<file path="src/rtl/jpeg_pkg.sv">
// jpeg_pkg: shared states, marker codes and byte-count type for the JPEG stream sequencer.
package jpeg_pkg;
  typedef enum logic [2:0] {BUSY, DRAIN, FLUSH_HUFF, FLUSH_STUFF, MARKER} state_t;
  typedef enum logic {KIND_RST, KIND_EOI} kind_t;
  typedef logic [1:0] byte_cnt_t;
  localparam logic [7:0] MARKER_RST0 = 8'hD0;
  localparam logic [7:0] MARKER_EOI  = 8'hD9;
endpackage

</file>
<file path="src/rtl/mcu_counter.sv">
// mcu_counter: channel/MCU block counter; MCU index wraps after MCU_WRAP MCUs (0 = never) with tc on that block.
module mcu_counter #(
  parameter int NUM_CHANNELS = 3,
  parameter int MCU_WRAP     = 0,
  parameter int RI_W         = 16
) (
  input  logic            clk,
  input  logic            rst,
  input  logic            clr,
  input  logic            inc,
  output logic [1:0]      ch,
  output logic [1:0]      ch_n,
  output logic [RI_W-1:0] mcu,
  output logic [RI_W-1:0] mcu_n,
  output logic            tc
);
  logic [1:0]      ch_q, ch_d;
  logic [RI_W-1:0] mcu_q, mcu_d;
  logic            wrap;
  always_comb begin
    wrap  = inc && ch_q == 2'(NUM_CHANNELS - 1);
    tc    = wrap && (MCU_WRAP != 0) && mcu_q == RI_W'(MCU_WRAP - 1);
    ch_d  = clr ? '0 : wrap ? '0 : inc ? ch_q + 2'd1 : ch_q;
    mcu_d = clr ? '0 : tc ? '0 : wrap ? mcu_q + 1'b1 : mcu_q;
  end
  always_ff @(posedge clk or posedge rst)
    if (rst) begin
      ch_q  <= '0;
      mcu_q <= '0;
    end else begin
      ch_q  <= ch_d;
      mcu_q <= mcu_d;
    end
  assign ch    = ch_q;
  assign ch_n  = ch_d;
  assign mcu   = mcu_q;
  assign mcu_n = mcu_d;
endmodule

</file>
<file path="src/rtl/jpeg_stream_sequencer.sv">
// jpeg_stream_sequencer: drains/flushes the entropy back end and inserts EOI (and RSTn markers when
// JPEG_RESTART_EN is defined) between the byte stuffer and the stream writer.
module jpeg_stream_sequencer
  import jpeg_pkg::*;
#(
  parameter int NUM_CHANNELS     = 3,
  parameter int RESTART_INTERVAL = 0,
  parameter int RI_W             = 16,
  parameter int DRAIN_CYCLES     = 4
) (
  input  logic      clk,
  input  logic      rst_ext,
  input  logic      blk_in,
  input  logic      done_block,
  input  logic      done_image,
  output logic      hold_in,
  output logic [1:0] channel,
  output logic      flush_huff,
  output logic      flush_stuff,
  output logic      rst_pipeline,
  output logic      rst_dc,
  input  logic [15:0] stuff_bits,
  input  byte_cnt_t stuff_valid,
  input  logic      stuff_ena,
  input  logic      stuff_rdy,
  output logic      stuff_rdy_in,
  output logic [15:0] out_bits,
  output byte_cnt_t out_valid,
  output logic      ena_out,
  input  logic      rdy_in,
  output logic      done_flush
);
`ifdef JPEG_RESTART_EN
  localparam int MCU_WRAP = RESTART_INTERVAL;
`else
  localparam int MCU_WRAP = RESTART_INTERVAL * 0;
`endif
  state_t          state_q, state_d;
  kind_t           kind_q, kind_d;
  logic [15:0]     cnt_q, cnt_d;
  logic [2:0]      rst_idx_q, rst_idx_d;
  logic            pend_q, pend_d, hold_q, hold_d;
  logic            rst_pipeline_q, rst_pipeline_d, rst_dc_q, rst_dc_d, done_flush_q, done_flush_d;
  logic [1:0]      in_ch, in_ch_n, out_ch_n;
  logic [RI_W-1:0] in_mcu, in_mcu_n, out_mcu, out_mcu_n;
  logic            in_tc, out_tc, eoi_clr, mk, drained, last_blk, rst_trig;
  logic [7:0]      code;
  mcu_counter #(.NUM_CHANNELS(NUM_CHANNELS), .MCU_WRAP(MCU_WRAP), .RI_W(RI_W)) u_in (
    .clk(clk), .rst(rst_ext), .clr(eoi_clr), .inc(blk_in),
    .ch(in_ch), .ch_n(in_ch_n), .mcu(in_mcu), .mcu_n(in_mcu_n), .tc(in_tc)
  );
  mcu_counter #(.NUM_CHANNELS(NUM_CHANNELS), .MCU_WRAP(MCU_WRAP), .RI_W(RI_W)) u_out (
    .clk(clk), .rst(rst_ext), .clr(eoi_clr), .inc(done_block),
    .ch(channel), .ch_n(out_ch_n), .mcu(out_mcu), .mcu_n(out_mcu_n), .tc(out_tc)
  );
  assign eoi_clr      = state_q == MARKER && rdy_in && kind_q == KIND_EOI;
  assign mk           = state_q == MARKER;
  assign code         = kind_q == KIND_EOI ? MARKER_EOI : MARKER_RST0 + {5'd0, rst_idx_q};
  assign out_bits     = mk ? {8'hFF, code} : stuff_bits;
  assign out_valid    = mk ? 2'd2 : stuff_valid;
  assign ena_out      = mk | stuff_ena;
  assign stuff_rdy_in = !mk && rdy_in;
  assign flush_huff   = state_q == FLUSH_HUFF;
  assign flush_stuff  = state_q == FLUSH_STUFF;
  assign hold_in      = hold_q;
  assign rst_pipeline = rst_pipeline_q;
  assign rst_dc       = rst_dc_q;
  assign done_flush   = done_flush_q;
  // A restart trigger that is also the image's last block yields to EOI.
  assign drained  = {in_mcu, in_ch} == {out_mcu, channel};
  assign last_blk = (pend_q | done_image) && {in_mcu_n, in_ch_n} == {out_mcu_n, out_ch_n};
  assign rst_trig = out_tc && !last_blk;
  always_comb begin
    state_d        = state_q;
    kind_d         = kind_q;
    cnt_d          = state_q == DRAIN ? cnt_q + 16'd1 : '0;
    rst_idx_d      = rst_idx_q;
    pend_d         = pend_q | done_image;
    hold_d         = hold_q | done_image | in_tc;
    rst_pipeline_d = 1'b0;
    rst_dc_d       = 1'b0;
    done_flush_d   = 1'b0;
    case (state_q)
      BUSY:
        if (pend_q && drained) begin
          kind_d  = KIND_EOI;
          state_d = DRAIN;
        end else if (rst_trig) begin
          kind_d  = KIND_RST;
          state_d = DRAIN;
        end
      DRAIN:       state_d = cnt_q == 16'(DRAIN_CYCLES - 1) ? FLUSH_HUFF : DRAIN;
      FLUSH_HUFF:  state_d = stuff_rdy ? FLUSH_STUFF : FLUSH_HUFF;
      FLUSH_STUFF:
        if (rdy_in) begin
          state_d        = MARKER;
          rst_pipeline_d = 1'b1;
        end
      MARKER:
        if (rdy_in) begin
          state_d = BUSY;
          if (kind_q == KIND_EOI) begin
            done_flush_d = 1'b1;
            pend_d       = 1'b0;
            hold_d       = 1'b0;
            rst_idx_d    = '0;
          end else begin
            rst_idx_d = rst_idx_q + 3'd1;
            hold_d    = pend_q | done_image | in_tc;
`ifdef JPEG_RESTART_EN
            rst_dc_d  = 1'b1;
`endif
          end
        end
      default: state_d = BUSY;
    endcase
  end
  always_ff @(posedge clk or posedge rst_ext)
    if (rst_ext) begin
      state_q        <= BUSY;
      kind_q         <= KIND_RST;
      cnt_q          <= '0;
      rst_idx_q      <= '0;
      pend_q         <= 1'b0;
      hold_q         <= 1'b0;
      rst_pipeline_q <= 1'b0;
      rst_dc_q       <= 1'b0;
      done_flush_q   <= 1'b0;
    end else begin
      state_q        <= state_d;
      kind_q         <= kind_d;
      cnt_q          <= cnt_d;
      rst_idx_q      <= rst_idx_d;
      pend_q         <= pend_d;
      hold_q         <= hold_d;
      rst_pipeline_q <= rst_pipeline_d;
      rst_dc_q       <= rst_dc_d;
      done_flush_q   <= done_flush_d;
    end
endmodule

</file>
<file path="config.mk">
export PLATFORM = sky130hd
export DESIGN_NAME = jpeg_stream_sequencer
export DESIGN_NICKNAME = d
export VERILOG_FILES = /design/src/rtl/jpeg_pkg.sv /design/src/rtl/mcu_counter.sv /design/src/rtl/jpeg_stream_sequencer.sv
export SDC_FILE = /design/constraint.sdc
export NUM_CORES = 1
export LEC_CHECK = 0
export CORE_MARGIN = 4
export CORE_UTILIZATION = 44
export CTS_CLUSTER_SIZE = 14
export DETAILED_ROUTE_END_ITERATION = 6
export GPL_ROUTABILITY_DRIVEN = 0
export PLACE_DENSITY = 0.68
export SLEW_MARGIN = 5
export SYNTH_ARGS = -nofsm -noshare
export SYNTH_HDL_FRONTEND = slang
export SYNTH_SLANG_ARGS = --single-unit
export TNS_END_PERCENT = 5
</file>
<file path="constraint.sdc">
create_clock -name clk -period 2.9 [get_ports clk]
set_input_delay 0.725 -clock clk [delete_from_list [all_inputs] [get_ports clk]]
set_output_delay 0.725 -clock clk [all_outputs]
set_load 0.1 [all_outputs]
</file>
==> impl_results.md, run 1 <==
- FILL cells: 633
- CTS tree: done
- Post-route cell area: 4440 um^2
- First-pass GRT wire length: 12,000 um
- Total track usage: 17.1%
- Worst skew pair latency: 0.35 ns
- Gr ovfl total: 0
- Worst hold start: cnt_q[0]
- Max VDD drop: 0.000719 V
- Total power: 3.42 mW
- Reg2reg setup slack: 0.89 ns
- Pleak: 2.05 nW
- Post-CTS setup buffers: 0
- Drc violations: 0
- # IOs: 54
- Synth Cell Area: 3380 um^2
- Max Clock Freq: 0.373 GHz
- H-tree depth: 3
- CP cell instances: nor3b_4, buf_4, nor2_1, a21oi_1, buf_12
- Synth top area share: 46.7%
- Skew final: 0.0105 ns
- Switching Share: 38.4%
- Ys Warns: 0
- Fin. Hold Viols: 0
- Reg2reg path depth: 6
- Slowest-stage cell, CP: dfrtp_1
- Most frequent cells in the layout: nor2_1 (66), dfrtp_1 (63), xor2_1 (36)
- Post-synth EDFFs: 0
- Reg2reg start: state_q[1]
- Die height: 95.6 um
- Syn Area/Cell: 9.38 um^2
- Starting Density: 45.8%
- Hold Crit Class: register to register
- Rel. slew slack: 64.9%
- Die Span X: 95.6 um
- Share of cells above drive strength 1: 16.6%
- Number of synthesized register bits: 63
- Synth-to-layout area growth: 31.4%
- RSZ-0062 raised after global routing: false
- Clock sink total: 63
- Most common cell after layout, fill and taps aside: nor2_1
- Vias in the first global route: 2,568
- Main synth FF type: dfrtp_1
- Data required time of the worst path: 2.17 ns
- Final setup vio count: 0
- DRT antenna net count: 0
- Hold-fix buffers, CTS: 0
- Worst Tran Pin Value: 0.526 ns
- Post-layout worst setup margin: 0.218 ns
- Combinational Power Share: 34.8%
- Clock root buffer: clkbuf_8
- MaxCap Viol Count: 0
- Pre-antenna DRT Iters: 4
- CP arrival: 1.96 ns
- Port buffer count: 52
- Final net count: 441
- Pwr Density: 772 nW/um^2
- Critical path endpoint category: primary output
- Post-synth ARST share: 100%
- Worst path max stage delay: 0.48 ns
- Worst Hold Path Cells: 1
- Num rows: 31
- Final HPWL DP: 5120 um
- Vias per cell: 5.06
- TritonCTS buffer count: 9
- Slew Limit Fails: 0
- Period minus WS final: 2.68 ns
- Yosys cell types: 42
- Flop pwr share: 35.1%
- Worst-path fanout max: 11
- Cell count after synthesis: 360
- Post-CTS Resized: 0
- Syn_nets: 390
- Critical path buffer and inverter count: 2
- WS Path Type: register to primary output
- Internal power: 2.11 mW
- Post-synth top area cell: dfrtp_1
- Seq/Total Area, Yosys: 46.7%
- Core Area: 7370 um^2
- Pin count of the biggest net entering global routing: 64
- ANT cells: 0
- Initial antenna violation count: 0
- Total wire length: 7130 um
- CP delay by family, top: flip-flops
- Worst-path clk slew: 0.07 ns
- DP Area: 4170 um^2
- First DRT Iteration DRCs: 111
- Setup crit start kind: register
- Clock Power Share: 30.2%
- Longest Clk Path Bufs: 2
- Worst r2r dst: u_in.mcu[0]
- Dpl ws: 0.344 ns
- Main area contributors after synthesis: dfrtp_1 (47%), xor2_1 (9.3%), nor2_1 (7.4%)
- Outcome: finished clean
- Period Utilization, post-route: 92.5%
- Hold EP: cnt_q[0]
- DR vias: 2,607
- Detailed-route wire length per cell: 13.9 um
- Net switching power: 1.32 mW
- DIE AREA: 9140 um^2
==> flip-flops by register name, indices dropped and copies added (netlist names) <==
register / flops
u_out.mcu: 16
cnt_q: 16
u_out.ch: 2
pend_q: 1
rst_idx_q: 3
done_flush: 1
u_in.ch: 2
hold_in: 1
state_q: 3
u_in.mcu: 16
kind_q: 1
rst_pipeline: 1
==> power by group through the flow <==
stage               clock, mW  combinational [mW]  sequential (mW)
finish                   1.03                1.19             1.20
global route             1.10                1.28             1.23
CTS                      1.05                1.21             1.20
detailed placement          0                1.20             1.22
global placement            0                1.18             1.21
floorplan                   0               0.791             1.27
==> area by class of cell <==
cell class / instances / area, um^2 / area share [%]
Multi-Input combinational cell: 268 / 1670 / 37.7
Sequential cell: 63 / 1580 / 35.5
Timing Repair Buffer: 56 / 746 / 16.8
Clock buffer: 11 / 141 / 3.19
Clock inverter: 5 / 129 / 2.90
Tap cell: 99 / 124 / 2.79
Inverter: 13 / 48.8 / 1.10
==> synth_stat cells (6+ instances only) <==
cell type,number
nand2_1,20
and3_1,6
xnor2_1,23
nand3_1,15
o21ai_0,8
a21oi_1,10
xor2_1,36
clkbuf_1,7
nand4_1,14
dfrtp_1,63
or2_2,13
inv_1,13
nor3_1,11
nor2_1,67
==> kinds of logic (layout without fill, tap and decap cells) <==
kind of cell / count (synthesis) / count (layout) / synth area share, %
AO/OA/AOI/OAI: 25 / 25 / 4.52
XOR/XNOR: 59 / 59 / 15.3
adder cells (fa/ha/maj): 4 / 4 / 1.48
buffers and inverters: 29 / 85 / 3.85
flip-flops: 63 / 63 / 46.7
multiplexers: 4 / 4 / 1.26
other: 1 / 1 / 0.111
AND/OR/NAND/NOR: 175 / 175 / 26.8
==> stage by stage <==
step / util, % / hold WS [ns] / std cells / TNS (ns)
6_report: 60.2 / 0.488 / 515 / 0
2_1_floorplan: - / 0.447 / 360 / -1.87
3_3_place_gp: 56.5 / 0.476 / 499 / 0
4_1_cts: 60.2 / 0.496 / 515 / 0
5_1_grt: 60.2 / 0.524 / 515 / 0
3_5_place_dp: 56.5 / 0.487 / 499 / 0
==> worst max path at each step <==
| stage | startpoint | end | slack, ns | depth (start not counted) |
|---|---|---|---|---|
| final | state_q[1] | out_bits[0] | 0.22 | 5 |
| after global routing | state_q[1] | out_bits[0] | 0.05 | 5 |
| after CTS | state_q[1] | out_bits[0] | 0.16 | 5 |
| after detailed placement | rdy_in | stuff_rdy_in | 0.34 | 4 |
| after global placement | rdy_in | stuff_rdy_in | 0.37 | 4 |
| after floorplan | state_q[2] | out_bits[1] | -0.71 | 3 |
==> metal layers <==
metal / routed length, um / up-vias / global-route usage (%)
met5: 0 / - / 0
met4: 168 / 0 / 6.40
met3: 225 / 13 / 4.81
met2: 3520 / 36 / 26.8
met1: 3220 / 1249 / 22.5
li1: - / 1309 / -
Power figures use the tool's default switching activity.
==> run 2: changes to the inputs <==
SETUP_SLACK_MARGIN = 0.15   (was not set)
==> run 2 against run 1 <==
Sequential power about the same; power is 5.6% lower; critical path depth shrank 1; sequential cell count unchanged; global-route usage down 0.30 points; die area is the same; design area decreased by 1.2%; clock-buffer cell count down 1; clock power is 18% lower.
==> impl_results.md, run 2 (synthesis results as in run 1) <==
- CP arrival: 1.88 ns (-0.08 ns)
- Post-CTS setup buffers: 0 (unchanged)
- ANT cells: 0 (unchanged)
- Total power: 3.23 mW (-5.6%)
- DP Area: 4160 um^2 (about the same)
- Hold Crit Class: register to register
- Post-CTS Resized: 0 (unchanged)
- Starting Density: 45.8% (unchanged)
- Switching Share: 40.4% (+2.0 points)
- Pwr Density: 737 nW/um^2 (-4.5%)
- Worst skew pair latency: 0.34 ns (about the same)
- Final setup vio count: 0 (unchanged)
- Most frequent cells in the layout: nor2_1 (66), dfrtp_1 (63), xor2_1 (36)
- Slowest-stage cell, CP: dfrtp_1
- Critical path buffer and inverter count: 2 (unchanged)
- WS Path Type: register to primary output
- Setup crit start kind: register
- Max Clock Freq: 0.383 GHz (+2.9%)
- Total track usage: 16.8% (-0.30 points)
- Core Area: 7370 um^2 (unchanged)
- Post-layout worst setup margin: 0.292 ns (+0.0744 ns)
- Pre-antenna DRT Iters: 4 (unchanged)
- TritonCTS buffer count: 9 (unchanged)
- H-tree depth: 3 (unchanged)
- Vias per cell: 4.96 (-2.0%)
- DIE AREA: 9140 um^2 (unchanged)
- First DRT Iteration DRCs: 125 (+13%)
- Hold-fix buffers, CTS: 0 (unchanged)
- DRT antenna net count: 0 (unchanged)
- Worst hold margin: 0.480 ns (-0.00789 ns)
- Post-route cell area: 4380 um^2 (-1.2%)
- Num rows: 31 (unchanged)
- Detailed-route wire length per cell: 13.5 um (-2.7%)
- Drc violations: 0 (unchanged)
- FILL cells: 631 (-0.32%)
- Initial antenna violation count: 0 (unchanged)
- Period minus WS final: 2.61 ns (-0.0744 ns)
- Worst Hold Path Cells: 1 (unchanged)
- Pin count of the biggest net entering global routing: 64 (unchanged)
- Slew Limit Fails: 0 (unchanged)
- Max VDD drop: 0.000606 V (-16%)
- Vias in the first global route: 2,505 (-2.5%)
- Clock Power Share: 26.2% (-4.0 points)
- Net switching power: 1.31 mW (-0.74%)
- Port buffer count: 52 (unchanged)
- Synth-to-layout area growth: 29.9%
- Levels on crit path: 4 (-1)
- Die height: 95.6 um (unchanged)
- Combinational Power Share: 36.7% (+1.9 points)
- Clock root buffer: clkbuf_8
- Outcome: finished clean
- Worst path max stage delay: 0.49 ns (about the same)
- Most common cell after layout, fill and taps aside: nor2_1
- Final net count: 440 (-0.23%)
- CP cell instances: nor3b_4, buf_4, or2_2, buf_12
- Worst-path clk slew: 0.07 ns (about the same)
- Period Utilization, post-route: 89.9% (-2.6 points)
- Clock sink total: 63 (unchanged)
- Die Span X: 95.6 um (unchanged)
- DR vias: 2,551 (-2.1%)
- Dpl ws: 0.349 ns (+0.00545 ns)
- Pleak: 2.03 nW (-1.1%)
- Worst-path fanout max: 19 (+8)
- RSZ-0062 raised after global routing: false
- Fin. Hold Viols: 0 (unchanged)
- MaxCap Viol Count: 0 (unchanged)
- Rel. slew slack: 64.6% (-0.35 points)
- Total wire length: 6930 um (-2.9%)
- Fin Setup TNS: 0 ns (unchanged)
- Longest Clk Path Bufs: 2 (unchanged)
- CTS tree: done
- Final HPWL DP: 5040 um (-1.7%)
- Worst Tran Pin Value: 0.531 ns (+0.00532 ns)
- Flop pwr share: 37.1% (+2.0 points)
- CP delay by family, top: simple AND/OR/NAND/NOR gates
- Skew final: 0.00984 ns (-0.000688 ns)
- Internal power: 1.93 mW (-8.6%)
- Gr ovfl total: 0 (unchanged)
- Reg2reg path depth: 6 (unchanged)
- Critical path endpoint category: primary output
- # IOs: 54 (unchanged)
- Data required time of the worst path: 2.17 ns (about the same)
- Share of cells above drive strength 1: 16.9% (+0.28 points)
- First-pass GRT wire length: 11,800 um (-1.3%)
-- run 2: cell count changes in the layout (fill, tap and decap cells not counted), sizes merged --
cell	delta
bufinv	-2
clkbuf	-1
clkinv	+3
buf	-1
-- run 2: final timing paths --
path | start | end | slack (ns)
worst max-delay path | state_q[1] | out_bits[9] | 0.29
worst min-delay path | cnt_q[0] | cnt_q[0] | 0.48
worst max register to register | state_q[1] | u_out.mcu[1] | 0.86
worst min register to register | cnt_q[0] | cnt_q[0] | 0.48
max in group asynchronous | rst_ext | u_out.mcu[13] | 1.87
min in group asynchronous | rst_ext | cnt_q[5] | 0.76
-- run 2: final cells by class --
class	count	area, um^2	area share, %
Tap cell	99	124	2.83
Inverter	13	48.8	1.11
Timing Repair Buffer	55	738	16.8
Sequential cell	63	1580	36.0
Clock inverter	6	83.8	1.91
Multi-Input combinational cell	268	1680	38.2
Clock buffer	10	138	3.14
-- run 2: layer usage --
layer	vias up	track usage [%]	routed length, um
met2	37	25.7	3350
met3	7	2.76	238
li1	1305	-	-
met4	0	8.89	108
met5	-	0	0
met1	1202	22.9	3230
-- run 2: power by group through the flow --
stage,clock (mW),combinational (mW),sequential [mW]
3_5_place_dp,0,1.19,1.21
6_report,0.846,1.19,1.20
2_1_floorplan,0,0.793,1.27
4_1_cts,0.867,1.20,1.20
3_3_place_gp,0,1.18,1.21
5_1_grt,0.910,1.27,1.23
-- run 2: stage by stage --
step	utilization (%)	std cells
floorplan	-	360
global placement	56.5	498
detailed placement	56.5	498
CTS	59.5	514
global route	59.5	514
finish	59.5	514
-- run 2: worst register-to-register path, delay by kind of cell (launching register included) --
kind / cells / cell delay (ns)
and+or+nand+nor: 4 / 0.76
DFF: 1 / 0.49
buffers and inverters: 2 / 0.65
